[src/rtl/neural_pkg.sv]
// Shared types and lane geometry for the neural SIMD job sequencer.
package neural_pkg;

  localparam int unsigned LANES  = 4;
  localparam int unsigned LANE_W = 8;

  typedef enum logic [1:0] {
    IDLE,
    RUN,
    DRAIN,
    DONE
  } state_e;

endpackage

[src/rtl/neural_simd_ctrl_if.sv]
// Config, fetch, SIMD and writeback buses of the neural SIMD job sequencer.
// The perf counter outputs exist only when NEURAL_SIMD_CTRL_PERF_EN is defined.
interface neural_simd_ctrl_if #(
  parameter int unsigned LEN_W = 16
);

  logic [31:0]      cfg_mask;
  logic [LEN_W-1:0] cfg_len;
  logic             start;
  logic             busy;
  logic             done;
  logic             in_valid;
  logic             in_ready;
  logic [31:0]      in_rs1;
  logic [31:0]      in_rs2;
  logic [31:0]      simd_rs1;
  logic [31:0]      simd_rs2;
  logic [31:0]      simd_mask;
  logic [31:0]      simd_rd;
  logic             out_valid;
  logic             out_ready;
  logic [31:0]      out_data;
  logic             out_last;
`ifdef NEURAL_SIMD_CTRL_PERF_EN
  logic [31:0]      perf_stall_in;
  logic [31:0]      perf_stall_out;
`endif

  // The sequencer itself.
  modport slave (
    input  cfg_mask, cfg_len, start, in_valid, in_rs1, in_rs2, simd_rd, out_ready,
    output busy, done, in_ready, simd_rs1, simd_rs2, simd_mask, out_valid, out_data,
           out_last
`ifdef NEURAL_SIMD_CTRL_PERF_EN
    , output perf_stall_in, perf_stall_out
`endif
  );

  // Everything around it: job control, fetch, SIMD core and writeback.
  modport master (
    output cfg_mask, cfg_len, start, in_valid, in_rs1, in_rs2, simd_rd, out_ready,
    input  busy, done, in_ready, simd_rs1, simd_rs2, simd_mask, out_valid, out_data,
           out_last
`ifdef NEURAL_SIMD_CTRL_PERF_EN
    , input perf_stall_in, perf_stall_out
`endif
  );

endinterface

[src/rtl/neural_res_fifo.sv]
// First-word-fall-through synchronous FIFO with occupancy count; DEPTH must be a power of two.
module neural_res_fifo #(
  parameter int unsigned DATA_W = 32,
  parameter int unsigned DEPTH  = 4
) (
  input  logic                     clk,
  input  logic                     rst,
  input  logic                     push_i,
  input  logic [DATA_W-1:0]        push_data_i,
  input  logic                     pop_i,
  output logic                     valid_o,
  output logic [DATA_W-1:0]        data_o,
  output logic [$clog2(DEPTH):0]   count_o
);

  localparam int unsigned AW = $clog2(DEPTH);
  localparam int unsigned CW = AW + 1;
  localparam logic [CW-1:0] FULL_CNT = CW'(DEPTH);

  logic [DATA_W-1:0] mem_q [DEPTH];
  logic [AW-1:0]     wr_q, rd_q;
  logic [CW-1:0]     cnt_q;
  logic              empty, full, do_push, do_pop;

  assign empty   = (cnt_q == '0);
  assign full    = (cnt_q == FULL_CNT);
  assign do_pop  = pop_i && !empty;
  // A pop frees the slot in the same edge, so a full FIFO may still accept.
  assign do_push = push_i && (!full || do_pop);

  // NOTE: sequential state uses non-blocking assignments so every flop samples pre-edge values.
  always_ff @(posedge clk) begin
    if (rst) begin
      wr_q  <= '0;
      rd_q  <= '0;
      cnt_q <= '0;
    end else begin
      if (do_push) wr_q <= wr_q + AW'(1);
      if (do_pop)  rd_q <= rd_q + AW'(1);
      cnt_q <= cnt_q + CW'(do_push) - CW'(do_pop);
    end
  end

  // NOTE: storage is not reset; the pointers define validity and the head is masked when empty.
  always_ff @(posedge clk) begin
    if (do_push) mem_q[wr_q] <= push_data_i;
  end

  assign valid_o = !empty;
  assign data_o  = empty ? '0 : mem_q[rd_q];
  assign count_o = cnt_q;

endmodule

[src/rtl/neural_simd_ctrl.sv]
// Job sequencer for the 4-lane neural SIMD datapath: credit-throttled operand issue, fixed-latency
// result tracking and FWFT result buffering. NEURAL_SIMD_CTRL_PERF_EN adds saturating stall counters.
module neural_simd_ctrl
  import neural_pkg::*;
#(
  parameter int unsigned CORE_LAT   = 2,
  parameter int unsigned FIFO_DEPTH = 4,
  parameter int unsigned LEN_W      = 16
) (
  input logic               clk,
  input logic               rst,
  neural_simd_ctrl_if.slave bus
);

  localparam int unsigned DATA_W  = LANES * LANE_W;
  localparam int unsigned CW      = $clog2(FIFO_DEPTH) + 1;
  localparam logic [CW:0] CREDITS = (CW + 1)'(FIFO_DEPTH);

  state_e            state_q, state_d;
  logic [LEN_W-1:0]  len_q, issued_q, popped_q;
  logic [DATA_W-1:0] mask_q, rs1_q, rs2_q;
  logic [CORE_LAT:0] vld_q;
  logic [CW-1:0]     inflight_q, fifo_cnt;
  logic [CW:0]       credit_used;
  logic [DATA_W-1:0] out_data;
  logic              accept, fire, capture, pop;
  logic              in_ready, out_valid, out_last, busy, done;

  assign accept      = (state_q == IDLE) && bus.start;
  assign credit_used = {1'b0, inflight_q} + {1'b0, fifo_cnt};
  // Credits count everything issued but not yet popped, so the core can never overrun the FIFO.
  assign in_ready    = (state_q == RUN) && (issued_q < len_q) && (credit_used < CREDITS);
  assign fire        = bus.in_valid && in_ready;
  assign capture     = vld_q[CORE_LAT];
  assign pop         = out_valid && bus.out_ready;
  assign out_last    = out_valid && (popped_q == len_q - LEN_W'(1));

  always_ff @(posedge clk) begin
    if (rst) state_q <= IDLE;
    else     state_q <= state_d;
  end

  // NOTE: state_d gets a default before the case so no path leaves it unassigned (no latch).
  always_comb begin
    state_d = state_q;
    unique case (state_q)
      IDLE:    if (bus.start) state_d = (bus.cfg_len != '0) ? RUN : DONE;
      RUN:     if (fire && (issued_q + LEN_W'(1) == len_q)) state_d = DRAIN;
      DRAIN:   if (pop && out_last) state_d = DONE;
      DONE:    state_d = IDLE;
      default: state_d = IDLE;
    endcase
  end

  always_comb begin
    busy = 1'b0;
    done = 1'b0;
    unique case (state_q)
      RUN, DRAIN: busy = 1'b1;
      DONE:       done = 1'b1;
      default:    ;
    endcase
  end

  // vld_q[0] marks operands sitting on simd_rs*; vld_q[CORE_LAT] marks their result on simd_rd.
  always_ff @(posedge clk) begin
    if (rst) begin
      len_q      <= '0;
      mask_q     <= '0;
      issued_q   <= '0;
      popped_q   <= '0;
      rs1_q      <= '0;
      rs2_q      <= '0;
      vld_q      <= '0;
      inflight_q <= '0;
    end else begin
      if (accept && (bus.cfg_len != '0)) begin
        len_q  <= bus.cfg_len;
        mask_q <= bus.cfg_mask;
      end
      if (accept) begin
        issued_q <= '0;
        popped_q <= '0;
      end else begin
        if (fire) issued_q <= issued_q + LEN_W'(1);
        if (pop)  popped_q <= popped_q + LEN_W'(1);
      end
      if (fire) begin
        rs1_q <= bus.in_rs1;
        rs2_q <= bus.in_rs2;
      end
      vld_q      <= {vld_q[CORE_LAT-1:0], fire};
      inflight_q <= inflight_q + CW'(fire) - CW'(capture);
    end
  end

  neural_res_fifo #(
    .DATA_W(DATA_W),
    .DEPTH (FIFO_DEPTH)
  ) u_res_fifo (
    .clk        (clk),
    .rst        (rst),
    .push_i     (capture),
    .push_data_i(bus.simd_rd),
    .pop_i      (bus.out_ready),
    .valid_o    (out_valid),
    .data_o     (out_data),
    .count_o    (fifo_cnt)
  );

  assign bus.busy      = busy;
  assign bus.done      = done;
  assign bus.in_ready  = in_ready;
  assign bus.simd_rs1  = rs1_q;
  assign bus.simd_rs2  = rs2_q;
  assign bus.simd_mask = mask_q;
  assign bus.out_valid = out_valid;
  assign bus.out_data  = out_data;
  assign bus.out_last  = out_last;

`ifdef NEURAL_SIMD_CTRL_PERF_EN
  logic [31:0] stall_in_q, stall_out_q;

  always_ff @(posedge clk) begin
    if (rst || accept) begin
      stall_in_q  <= '0;
      stall_out_q <= '0;
    end else begin
      if ((state_q == RUN) && bus.in_valid && !in_ready && (stall_in_q != '1))
        stall_in_q <= stall_in_q + 32'd1;
      if (out_valid && !bus.out_ready && (stall_out_q != '1))
        stall_out_q <= stall_out_q + 32'd1;
    end
  end

  assign bus.perf_stall_in  = stall_in_q;
  assign bus.perf_stall_out = stall_out_q;
`endif

endmodule

[src/flat_wrapper.sv]
// flat-port wrapper written by rule: the top's interface ports become plain ports
module neural_simd_ctrl_flat import neural_pkg::*;
#(
  parameter int unsigned CORE_LAT   = 2,
  parameter int unsigned FIFO_DEPTH = 4,
  parameter int unsigned LEN_W      = 16
)
  (clk, rst, bus_cfg_mask, bus_cfg_len, bus_start, bus_in_valid, bus_in_rs1, bus_in_rs2, bus_simd_rd, bus_out_ready, bus_busy, bus_done, bus_in_ready, bus_simd_rs1, bus_simd_rs2, bus_simd_mask, bus_out_valid, bus_out_data, bus_out_last);
  neural_simd_ctrl_if #(.LEN_W(LEN_W)) bus_i ();
  input logic clk;
  input logic rst;
  input wire logic [$bits(bus_i.cfg_mask)-1:0] bus_cfg_mask;
  input wire logic [$bits(bus_i.cfg_len)-1:0] bus_cfg_len;
  input wire logic [$bits(bus_i.start)-1:0] bus_start;
  input wire logic [$bits(bus_i.in_valid)-1:0] bus_in_valid;
  input wire logic [$bits(bus_i.in_rs1)-1:0] bus_in_rs1;
  input wire logic [$bits(bus_i.in_rs2)-1:0] bus_in_rs2;
  input wire logic [$bits(bus_i.simd_rd)-1:0] bus_simd_rd;
  input wire logic [$bits(bus_i.out_ready)-1:0] bus_out_ready;
  output wire logic [$bits(bus_i.busy)-1:0] bus_busy;
  output wire logic [$bits(bus_i.done)-1:0] bus_done;
  output wire logic [$bits(bus_i.in_ready)-1:0] bus_in_ready;
  output wire logic [$bits(bus_i.simd_rs1)-1:0] bus_simd_rs1;
  output wire logic [$bits(bus_i.simd_rs2)-1:0] bus_simd_rs2;
  output wire logic [$bits(bus_i.simd_mask)-1:0] bus_simd_mask;
  output wire logic [$bits(bus_i.out_valid)-1:0] bus_out_valid;
  output wire logic [$bits(bus_i.out_data)-1:0] bus_out_data;
  output wire logic [$bits(bus_i.out_last)-1:0] bus_out_last;
  assign bus_i.cfg_mask = bus_cfg_mask;
  assign bus_i.cfg_len = bus_cfg_len;
  assign bus_i.start = bus_start;
  assign bus_i.in_valid = bus_in_valid;
  assign bus_i.in_rs1 = bus_in_rs1;
  assign bus_i.in_rs2 = bus_in_rs2;
  assign bus_i.simd_rd = bus_simd_rd;
  assign bus_i.out_ready = bus_out_ready;
  assign bus_busy = bus_i.busy;
  assign bus_done = bus_i.done;
  assign bus_in_ready = bus_i.in_ready;
  assign bus_simd_rs1 = bus_i.simd_rs1;
  assign bus_simd_rs2 = bus_i.simd_rs2;
  assign bus_simd_mask = bus_i.simd_mask;
  assign bus_out_valid = bus_i.out_valid;
  assign bus_out_data = bus_i.out_data;
  assign bus_out_last = bus_i.out_last;
  neural_simd_ctrl #(.CORE_LAT(CORE_LAT), .FIFO_DEPTH(FIFO_DEPTH), .LEN_W(LEN_W)) u_core (.clk(clk), .rst(rst), .bus(bus_i));
endmodule
[config.mk]
export PLATFORM = sky130hd
export DESIGN_NAME = neural_simd_ctrl_flat
export DESIGN_NICKNAME = d
export VERILOG_FILES = /design/src/rtl/neural_pkg.sv /design/src/rtl/neural_simd_ctrl_if.sv /design/src/rtl/neural_res_fifo.sv /design/src/rtl/neural_simd_ctrl.sv /design/src/flat_wrapper.sv
export SDC_FILE = /design/constraint.sdc
export NUM_CORES = 1
export LEC_CHECK = 0
export BUFFER_PORTS_ARGS = -buffer_cell sky130_fd_sc_hd__buf_2
export CAP_MARGIN = 10
export CORE_ASPECT_RATIO = 0.7
export CORE_MARGIN = 3
export CORE_UTILIZATION = 49
export CTS_CLUSTER_SIZE = 24
export DETAILED_ROUTE_END_ITERATION = 10
export HOLD_SLACK_MARGIN = 0.15
export PLACE_DENSITY = 0.75
export SLEW_MARGIN = 20
export SYNTH_ARGS = -nofsm -noshare
export SYNTH_HDL_FRONTEND = slang
export SYNTH_SLANG_ARGS = --single-unit
[constraint.sdc]
create_clock -name clk -period 3.1 [get_ports clk]
set_input_delay 0.155 -clock clk [delete_from_list [all_inputs] [get_ports clk]]
set_output_delay 0.155 -clock clk [all_outputs]
set_load 0.02 [all_outputs]
==> Word level (Yosys, flattened, before mapping) <==
Memory sizes are Yosys's and may differ from the RTL's. A register that Yosys moved wholly into a read port is not among the register bits.
Index checks and enable logic that the tools add are counted.
{ "totals": {"mem_bits_rw": 128, "n_memories": 1, "register_bits": 159, "output_inout_bits": 133, "word_cells": 65} }
{ "mem_list": {"columns": ["memory", "words", "width", "read_ports", "rd_clocked_by_memory_dff", "wr", "line_no", "text"], "rows": [
  ["u_core.u_res_fifo.mem_q", 4, 32, 1, 1, 1, "neural_res_fifo.sv:20", "logic [DATA_W-1:0] mem_q [DEPTH];"]
]} }
{ "classes": {"magnitude_cmp": 2, "reduce_logical": 19, "n_eq_ne": 9, "n_mux": 12, "n_addsub": 10} }
{ "op_table": {"columns": ["operator", "n"], "rows": [
  ["adder 16 x 1 -> 16 bit (second input constant)", 2],
  ["equality test 16 bit", 2],
  ["2-to-1 mux 32 bit", 1],
  ["< comparator 16 bit", 1],
  ["nonzero test 16 bit", 1],
  ["subtractor 16 x 1 -> 16 bit (second input constant)", 1],
  ["2-to-1 mux 2 bit", 6],
  ["logical AND 1 bit", 10],
  ["case mux 2 bit (4 select lines)", 1],
  ["adder 3 x 1 -> 3 bit", 2],
  ["subtractor 3 x 1 -> 3 bit", 2],
  ["adder 2 x 1 -> 2 bit (second input constant)", 2],
  ["adder 3 x 3 -> 4 bit", 1],
  ["equality test 2 bit (second input constant)", 2],
  ["< comparator 4 x 3 -> 1 bit (second input constant)", 1],
  ["2-to-1 mux 1 bit", 4],
  ["inequality test 2 bit (second input constant)", 2],
  ["OR reduction 2 bit", 2],
  ["equality test 3 bit (second input constant)", 1],
  ["logical NOT 3 bit", 1],
  ["AND reduction 3 bit", 1],
  ["equality test 2 x 1 -> 1 bit (second input constant)", 1],
  ["logical NOT 1 bit", 2],
  ["logical NOT 2 bit", 1],
  ["other kinds (2)", 2]
]} }

==> Depth between registers and ports, before layout <==
Gate-level depths: netlist of the first run.
{ "logic_depth": {"word_depth": 7, "mapped_depth": 15, "ltp_nobuf": 12} }

==> Modules after synthesis <==
A second synthesis of the first run with hierarchy kept.
{ "unflattened": {"cells_unflattened": 1192, "area_unflattened_um2": 12620.9} }
{ "by_module_without_submodules": {"columns": ["mod", "cells_each", "n_inst", "area_per_inst_um2"], "rows": [
  ["neural_simd_ctrl", 939, 1, 7299.5],
  ["neural_res_fifo", 253, 1, 5321.4]
]} }

==> Worst setup path before layout of the first run <==
No wires, ideal clock.
{ "synth_path": {"kind": "register to register", "from": "register u_core.len_q[1]", "to": "register u_core.inflight_q[1]", "path_slack_ps": 121, "arrival_ps": 2852, "required_ps": 2972, "n_path_buf": 2, "stages_incl_launch_ff": 14, "synth_period_minus_slack_ps": 2979, "setup_time_ps": 128, "path_cell_list": "dfxtp_1 inv_1 ha_1 nor2b_1 o21a_1 o21a_1 o21ai_1 nand4_1 inv_1 clkbuf_1 clkbuf_1 ha_1 fa_1 nor2b_1"} }
{ "synth_between": {"elab_chain_cells": 6} }
{ "synth_rtl": {"columns": ["item", "line_no", "text"], "rows": [
  ["from (decl)", "neural_simd_ctrl.sv:20", "logic [LEN_W-1:0] len_q, issued_q, popped_q;"],
  ["from (signal assigned)", "neural_simd_ctrl.sv:78", "len_q <= bus.cfg_len;"],
  ["< comparator 16 bit", "neural_simd_ctrl.sv:32", "assign in_ready = (state_q == RUN) && (issued_q < len_q) && (credit_used < CREDITS);"],
  ["logical AND 1 bit (2 in a row)", "neural_simd_ctrl.sv:32", null],
  ["logical AND 1 bit", "neural_simd_ctrl.sv:33", "assign fire = bus.in_valid && in_ready;"],
  ["via u_core.fire", "neural_simd_ctrl.sv:26", "logic accept, fire, capture, pop;"],
  ["adder 3 x 1 -> 3 bit", "neural_simd_ctrl.sv:93", "inflight_q <= inflight_q + CW'(fire) - CW'(capture);"],
  ["subtractor 3 x 1 -> 3 bit", "neural_simd_ctrl.sv:93", null],
  ["to (signal assigned)", "neural_simd_ctrl.sv:93", null],
  ["to (decl)", "neural_simd_ctrl.sv:23", "logic [CW-1:0] inflight_q, fifo_cnt;"]
]} }
The timed path passes the listed nets, and every way through them passes these cells.
A chain may end at the register's enable or synchronous reset.

==> Worst setup path in the final report of the first run <==
{ "layout_path": {"from": "register u_core.len_q[1]", "to": "output bus_out_last"} }
{ "layout_between": {"elab_chain_cells": 3} }
{ "layout_rtl": {"columns": ["item", "line_no", "text"], "rows": [
  ["subtractor 16 x 1 -> 16 bit", "neural_simd_ctrl.sv:36", "assign out_last = out_valid && (popped_q == len_q - LEN_W'(1));"],
  ["equality test 16 bit", "neural_simd_ctrl.sv:36", null],
  ["logical AND 1 bit", "neural_simd_ctrl.sv:36", null],
  ["to (decl)", "flat_wrapper.sv:28", "output wire logic [$bits(bus_i.out_last)-1:0] bus_out_last;"]
]} }
No other way between the ends.

==> results.toml, run 1 <==
[placement]
port_buffers = 281
dp_slack_ns = 0.0946
gp_congestion = 0.959
hpwl_um = 21500

[synthesis]
ys.warnings.count = 0
synth_enable_flop_cells = 128
synthArstFlopShare_pct = 0
synthesis.nets = 1347
ys.flop_type = "dfxtp_1"
syn_inst = 1163
synth_seq_cells = 289
yosysTopAreaCellShare_pct = 30.9
netlist_area_um2 = 12500
yosys.area.top_type = "edfxtp_1"
syn_avg_cell_area_um2 = 10.7
synth_area_leaders = "edfxtp_1, dfxtp_1, nand2_1"
synth_cell_types = 57
synth_seq_area_share_pct = 56.7

[drt]
drt_pre_antenna_iters = 7
drc = 0
drt-initial-drc-count = 762
wire_per_inst_um = 18.0
routed_wl_um = 34800
vias = 10300
routed_via_density = 5.33
ant_nets = 0

[setup_path]
slowest_delay_ns = 0.55
reg2reg_slack_ns = 0.11
arrival_ns = 2.90
critPathLaunchType = "register"
crit-reg2reg-launch = "u_core.len_q[1]"
cpMaxStageDelayCell = "or4b_4"
reg2reg_to = "u_core.state_q[1]"
worstSetupPathType = "reg -> out"
critPathBufInv = 2
path_delay_family = "simple AND/OR/NAND/NOR gates"
crit_chain = "inv_1 -> ha_1 -> or4b_4 -> nor4_4 -> xnor2_1 -> nor4_2 -> o2111ai_2 -> nor2_2 -> buf_4"
end_kind = "output pin"
crit_fanout = 7
cp.required_ns = 2.94
reg2regPathDepth = 11

[floorplan]
die-area_um2 = 27400
die_h_um = 139
fp-row-count = 48
initial_utilization_pct = 50.2
core_um2 = 24800
ios = 282
die_w_um = 197

[timing]
max_slew.worst_pin.slew_ns = 1.01
relSlewSlack_pct = 32.8
final-setup-viol-count = 0
fmax_mhz = 327
period_share_pct = 98.6
hold_viol = 0
finClkSkew_ns = 0.0125
rsz0062_at_grt = "yes"
drv_slew = 0
setup_slack_ns = 0.0438
min_period_ns = 3.06

[global_route]
overflow = 0
antenna_found_initial = 0
track_usage_pct = 25.2
grt_start_max_net_pins = 111
grt_pass1_wl_um = 55900
grt_pass1_vias = 10400

[clocking]
worstSkewPairLatency_ns = 0.55
root_buffer = "clkbuf_16"
cts_tree = "built"
cts_made_buffers = 29
clk_pin_slew_ns = 0.07
clockBufferDepth = 3
htreeDepth = 1
cts_sinks = 289

[pwr]
finalPower_w = 0.0118
p_leak_nw = 6.68
p_per_area_nw_per_um2 = 702
ir_drop_mv = 0.487

[cells_and_area]
antenna_cells = 0
layout_commonest_cell = "buf_2"
drive_above_1_share_pct = 25.7
area_growth_pct = 34.4
nets = 1771
final_cell_mix = "buf_2, nand2_1, dfxtp_1, dlygate4sd3_1, a21oi_1"
fillers = 1793
final_util_pct = 67.5

[hold_path]
min_from = "bus_start"
min_path_type = "in -> reg"
whs_path_depth = 5
holdPathEnd = "u_core.len_q[7]"

[job]
drv_cap = 0

[outcome]
status = "finished, final reports clean"
## cells in the mapped netlist (6+ instances only)
library cell    n
or3_1          10
nor2_1         53
a31oi_1         6
nor2b_1         8
nand3_1        16
nand2_1       252
o21ai_0        13
and2_1         43
inv_1          31
dfxtp_1       161
and3_1         11
mux4_2         32
edfxtp_1      128
xor2_1         32
buf_1           6
clkbuf_1       57
buf_2           6
buf_6           7
a21oi_1       132
nor3_1          6
nand4_1        18
xnor2_1        38
nor4_1          7
a21o_1          7
ha_1           33
## timing repair
item / CTS / global route
endpoints found under the setup margin: 2 / 42
hold endpoints to repair: 250 / 0
hold buffers: 153 / 0
resized for setup: 6 / 5
setup buffers: 2 / 0
pin swaps: 3 / 3
## worst reg2reg max path, stage by stage (launching register included)
cell	delay, ns
dfxtp_2	0.35
inv_1	0.08
ha_1	0.16
or4b_4	0.56
nor4_4	0.19
xnor2_1	0.12
nor4_2	0.36
o2111ai_2	0.21
buf_4	0.19
o31ai_2	0.30
a21oi_1	0.11
a311oi_1	0.26
## stage by stage
stage / hold slack (ns) / setup TNS, ns / area [um^2] / instances
2_1_floorplan: 0.254 / 0 / 12500 / 1163
3_3_place_gp: 0.369 / 0 / 14200 / 1726
3_5_place_dp: 0.370 / 0 / 14200 / 1726
4_1_cts: 0.218 / 0 / 16700 / 1934
5_1_grt: 0.249 / -0.113 / 16700 / 1934
6_report: 0.241 / 0 / 16700 / 1934
## cell type report
type / count / area, um^2 / share of cell area (%)
sequential: 289 / 7070 / 42.3
multi-input combinational: 766 / 4960 / 29.7
timing repair buffer: 470 / 3250 / 19.4
clock buffer: 43 / 831 / 4.96
tap: 325 / 407 / 2.43
inverter: 31 / 116 / 0.695
clock inverter: 10 / 93.8 / 0.561
## power breakdown
group / switching, W / internal [W]
Sequential: 0.000220 / 0.00425
Combinational: 0.00233 / 0.00155
Clock: 0.00146 / 0.00194
## logic make-up after synthesis
kind of cell               after synthesis  share of synthesized area [%]
and+or+nand+nor                        440                           16.4
adders and majority gates               35                           3.64
buffers and inverters                  108                           3.77
muxes                                   33                           5.87
xor gates and xnor gates                70                           4.92
DFF                                    289                           56.7
AOI/OAI and AO/OA                      188                           8.70
## worst max path at each step
stage                     startpoint              endpoint  slack [ns]  cells past startpoint
floorplan            u_core.len_q[1]  u_core.inflight_q[1]        0.12                     13
global placement    u_core.len_q[10]     u_core.state_q[1]        0.29                      8
detailed placement  u_core.len_q[10]     u_core.state_q[1]        0.09                      8
CTS                  u_core.len_q[1]          bus_out_last        0.02                      9
global route         u_core.len_q[1]     u_core.state_q[1]       -0.08                     11
finish               u_core.len_q[1]          bus_out_last        0.04                      9
## routing by layer
layer | vias up | track usage [%] | share of wire, % | wire (um)
li1 | 4885 | - | - | -
met5 | - | 0 | 0 | 0
met4 | 0 | 8.29 | 3.6 | 1240
met1 | 4944 | 33.0 | 41 | 14200
met3 | 99 | 5.66 | 6.7 | 2340
met2 | 379 | 42.0 | 49 | 17000
## registers in the layout, summed over array words and instances (netlist names), named ones only
| signal | cells |
|---|---|
| u_core.issued_q | 16 |
| u_core.u_res_fifo.count_o | 3 |
| u_core.bus.simd_mask | 32 |
| u_core.vld_q | 3 |
| u_core.u_res_fifo.mem_q | 128 |
| u_core.bus.simd_rs2 | 32 |
| u_core.len_q | 16 |
| u_core.u_res_fifo.rd_q | 2 |
| u_core.bus.simd_rs1 | 32 |
| u_core.inflight_q | 3 |
| u_core.popped_q | 16 |
| u_core.u_res_fifo.wr_q | 2 |
| u_core.state_q | 2 |
No activity file was read; power rests on OpenSTA's default activity.
==> run 2: changes to the inputs <==
--- a/config.mk
+++ b/config.mk
@@ -13,6 +13,7 @@
 export CTS_CLUSTER_SIZE = 24
 export DETAILED_ROUTE_END_ITERATION = 10
 export HOLD_SLACK_MARGIN = 0.15
+export MAX_ROUTING_LAYER = met4
 export PLACE_DENSITY = 0.75
 export SLEW_MARGIN = 20
 export SYNTH_ARGS = -nofsm -noshare
==> run 2 against run 1 <==
Net effect: fmax up 0.25%; utilization about the same; via count about the same; clock skew up 0.0015 ns; sequential share of layout area about the same; design area about the same.
==> results.toml, run 2 (synthesis gave the netlist of run 1 again) <==
[setup_path]
crit-reg2reg-launch = "u_core.len_q[1]"
crit_fanout = 5
end_kind = "output pin"
cp.required_ns = 2.94
critPathLaunchType = "register"
cp-startpoint = "u_core.len_q[1]"
arrival_ns = 2.89
worstSetupPathType = "reg -> out"

[clocking]
htreeDepth = 1
cts_tree = "built"
cts_made_buffers = 28
clockBufferDepth = 3
clk_pin_slew_ns = 0.07
worstSkewPairLatency_ns = 0.55
cts_sinks = 289
root_buffer = "clkbuf_16"

[global_route]
track_usage_pct = 25.9
grt_pass1_wl_um = 55900
antenna_found_initial = 0
grt_pass1_vias = 10700
overflow = 0
grt_start_max_net_pins = 115

[pwr]
p_leak_nw = 6.66
ir_drop_mv = 0.603
finalPower_w = 0.0117
p_per_area_nw_per_um2 = 700

[cells_and_area]
final_util_pct = 67.4
fillers = 1799
postLayoutCellArea_um2 = 16700
final_cell_mix = "buf_2, nand2_1, dfxtp_1, dlygate4sd3_1, a21oi_1"
layout_commonest_cell = "buf_2"
nets = 1770
area_growth_pct = 34.3
regArea_um2 = 7070
multi_input_area_um2 = 4950
drive_above_1_share_pct = 25.7
largest_reg_flops = 128
top_register = "u_core.u_res_fifo.mem_q"

[floorplan]
initial_utilization_pct = 50.2
die-area_um2 = 27400
core_um2 = 24800
die_w_um = 197
fp-row-count = 48
die_h_um = 139
ios = 282

[timing]
holdWs_ns = 0.232
rsz0062_at_grt = "yes"
min_period_ns = 3.05
finClkSkew_ns = 0.0140
final-setup-viol-count = 0
relSlewSlack_pct = 34.2
fmax_mhz = 328
drv_slew = 0
max_slew.worst_pin.slew_ns = 0.987
hold_viol = 0
period_share_pct = 98.3

[hold_path]
min_path_type = "in -> reg"
min_from = "bus_start"

[drt]
wire_per_inst_um = 18.0
routed_via_density = 5.33
drc = 0
routed_wl_um = 34900
vias = 10300
drt-initial-drc-count = 905
ant_nets = 0
drt_pre_antenna_iters = 5

[placement]
hpwl_um = 21700
gp_congestion = 0.963
place_area_um2 = 14200
port_buffers = 281

[outcome]
status = "finished, final reports clean"

[job]
drv_cap = 0
[run 2: changes by cell type in the layout (fill, tap and decap cells not counted), moves of 2 or more]
cell | before | now
clkbuf_1 | 9 | 3
clkinvlp_2 | 2 | 5
clkbuf_16 | 30 | 28
clkbuf_8 | 3 | 0
clkinv_4 | 0 | 2
bufinv_16 | 1 | 3
clkinv_1 | 1 | 5
[run 2: routing by layer]
layer | track usage, % | vias up | wire length, um
met4 | 7.80 | 0 | 1110
met2 | 41.5 | 358 | 16700
li1 | - | 4879 | -
met5 | - | - | 0
met3 | 5.08 | 97 | 2280
met1 | 33.9 | 4970 | 14800
[run 2: cell type report]
class	instances	share of cell area, %
Clock buffer	31	4.26
Clock inverter	21	1.26
Inverter	31	0.696
Sequential cell	289	42.3
Timing Repair Buffer	470	19.5
Tap cell	325	2.43
Multi-Input combinational cell	766	29.6
Antenna cell	1	0.0150
[run 2: power by group]
| group | switching [W] | leakage [nW] | total, W | internal [W] |
|---|---|---|---|---|
| combinational | 0.00232 | 3.77 | 0.00386 | 0.00155 |
| clock | 0.00147 | 0.431 | 0.00338 | 0.00192 |
| sequential | 0.000216 | 2.46 | 0.00447 | 0.00425 |
| total | 0.00400 | 6.66 | 0.0117 | 0.00772 |
[run 2: critical path, stage by stage (launching register included)]
cell       delay, ns
dfxtp_2         0.35
inv_1           0.08
ha_1            0.16
or4b_4          0.53
nor4_4          0.17
xnor2_1         0.11
nor4_2          0.38
o2111ai_2       0.23
nor2_2          0.20
buf_6           0.15
[run 2: what timing repair did]
action | in CTS | in global routing
hold buffers | 153 | 0
pin swaps | 2 | 4
hold endpoints to repair | 246 | 0
setup endpoints to repair | 1 | 19
resized for setup | 2 | 8
setup buffers | 1 | 1
[run 2: per-stage QoR]
step,instances,setup WS [ns],setup TNS [ns]
CTS,1932,0.00308,0
global placement,1726,0.274,0
global route,1933,-0.0671,-0.0671
finish,1934,0.0515,0
detailed placement,1726,0.269,0
floorplan,1163,0.121,0
[run 2: path summary, 6_finish.rpt]
path | end | slack, ns | cells past startpoint
worst max-delay path | bus_out_last | 0.05 | 9
worst min-delay path | u_core.len_q[1] | 0.23 | 5
worst max register to register | u_core.state_q[1] | 0.16 | 11
worst min register to register | u_core.vld_q[2] | 0.44 | 1
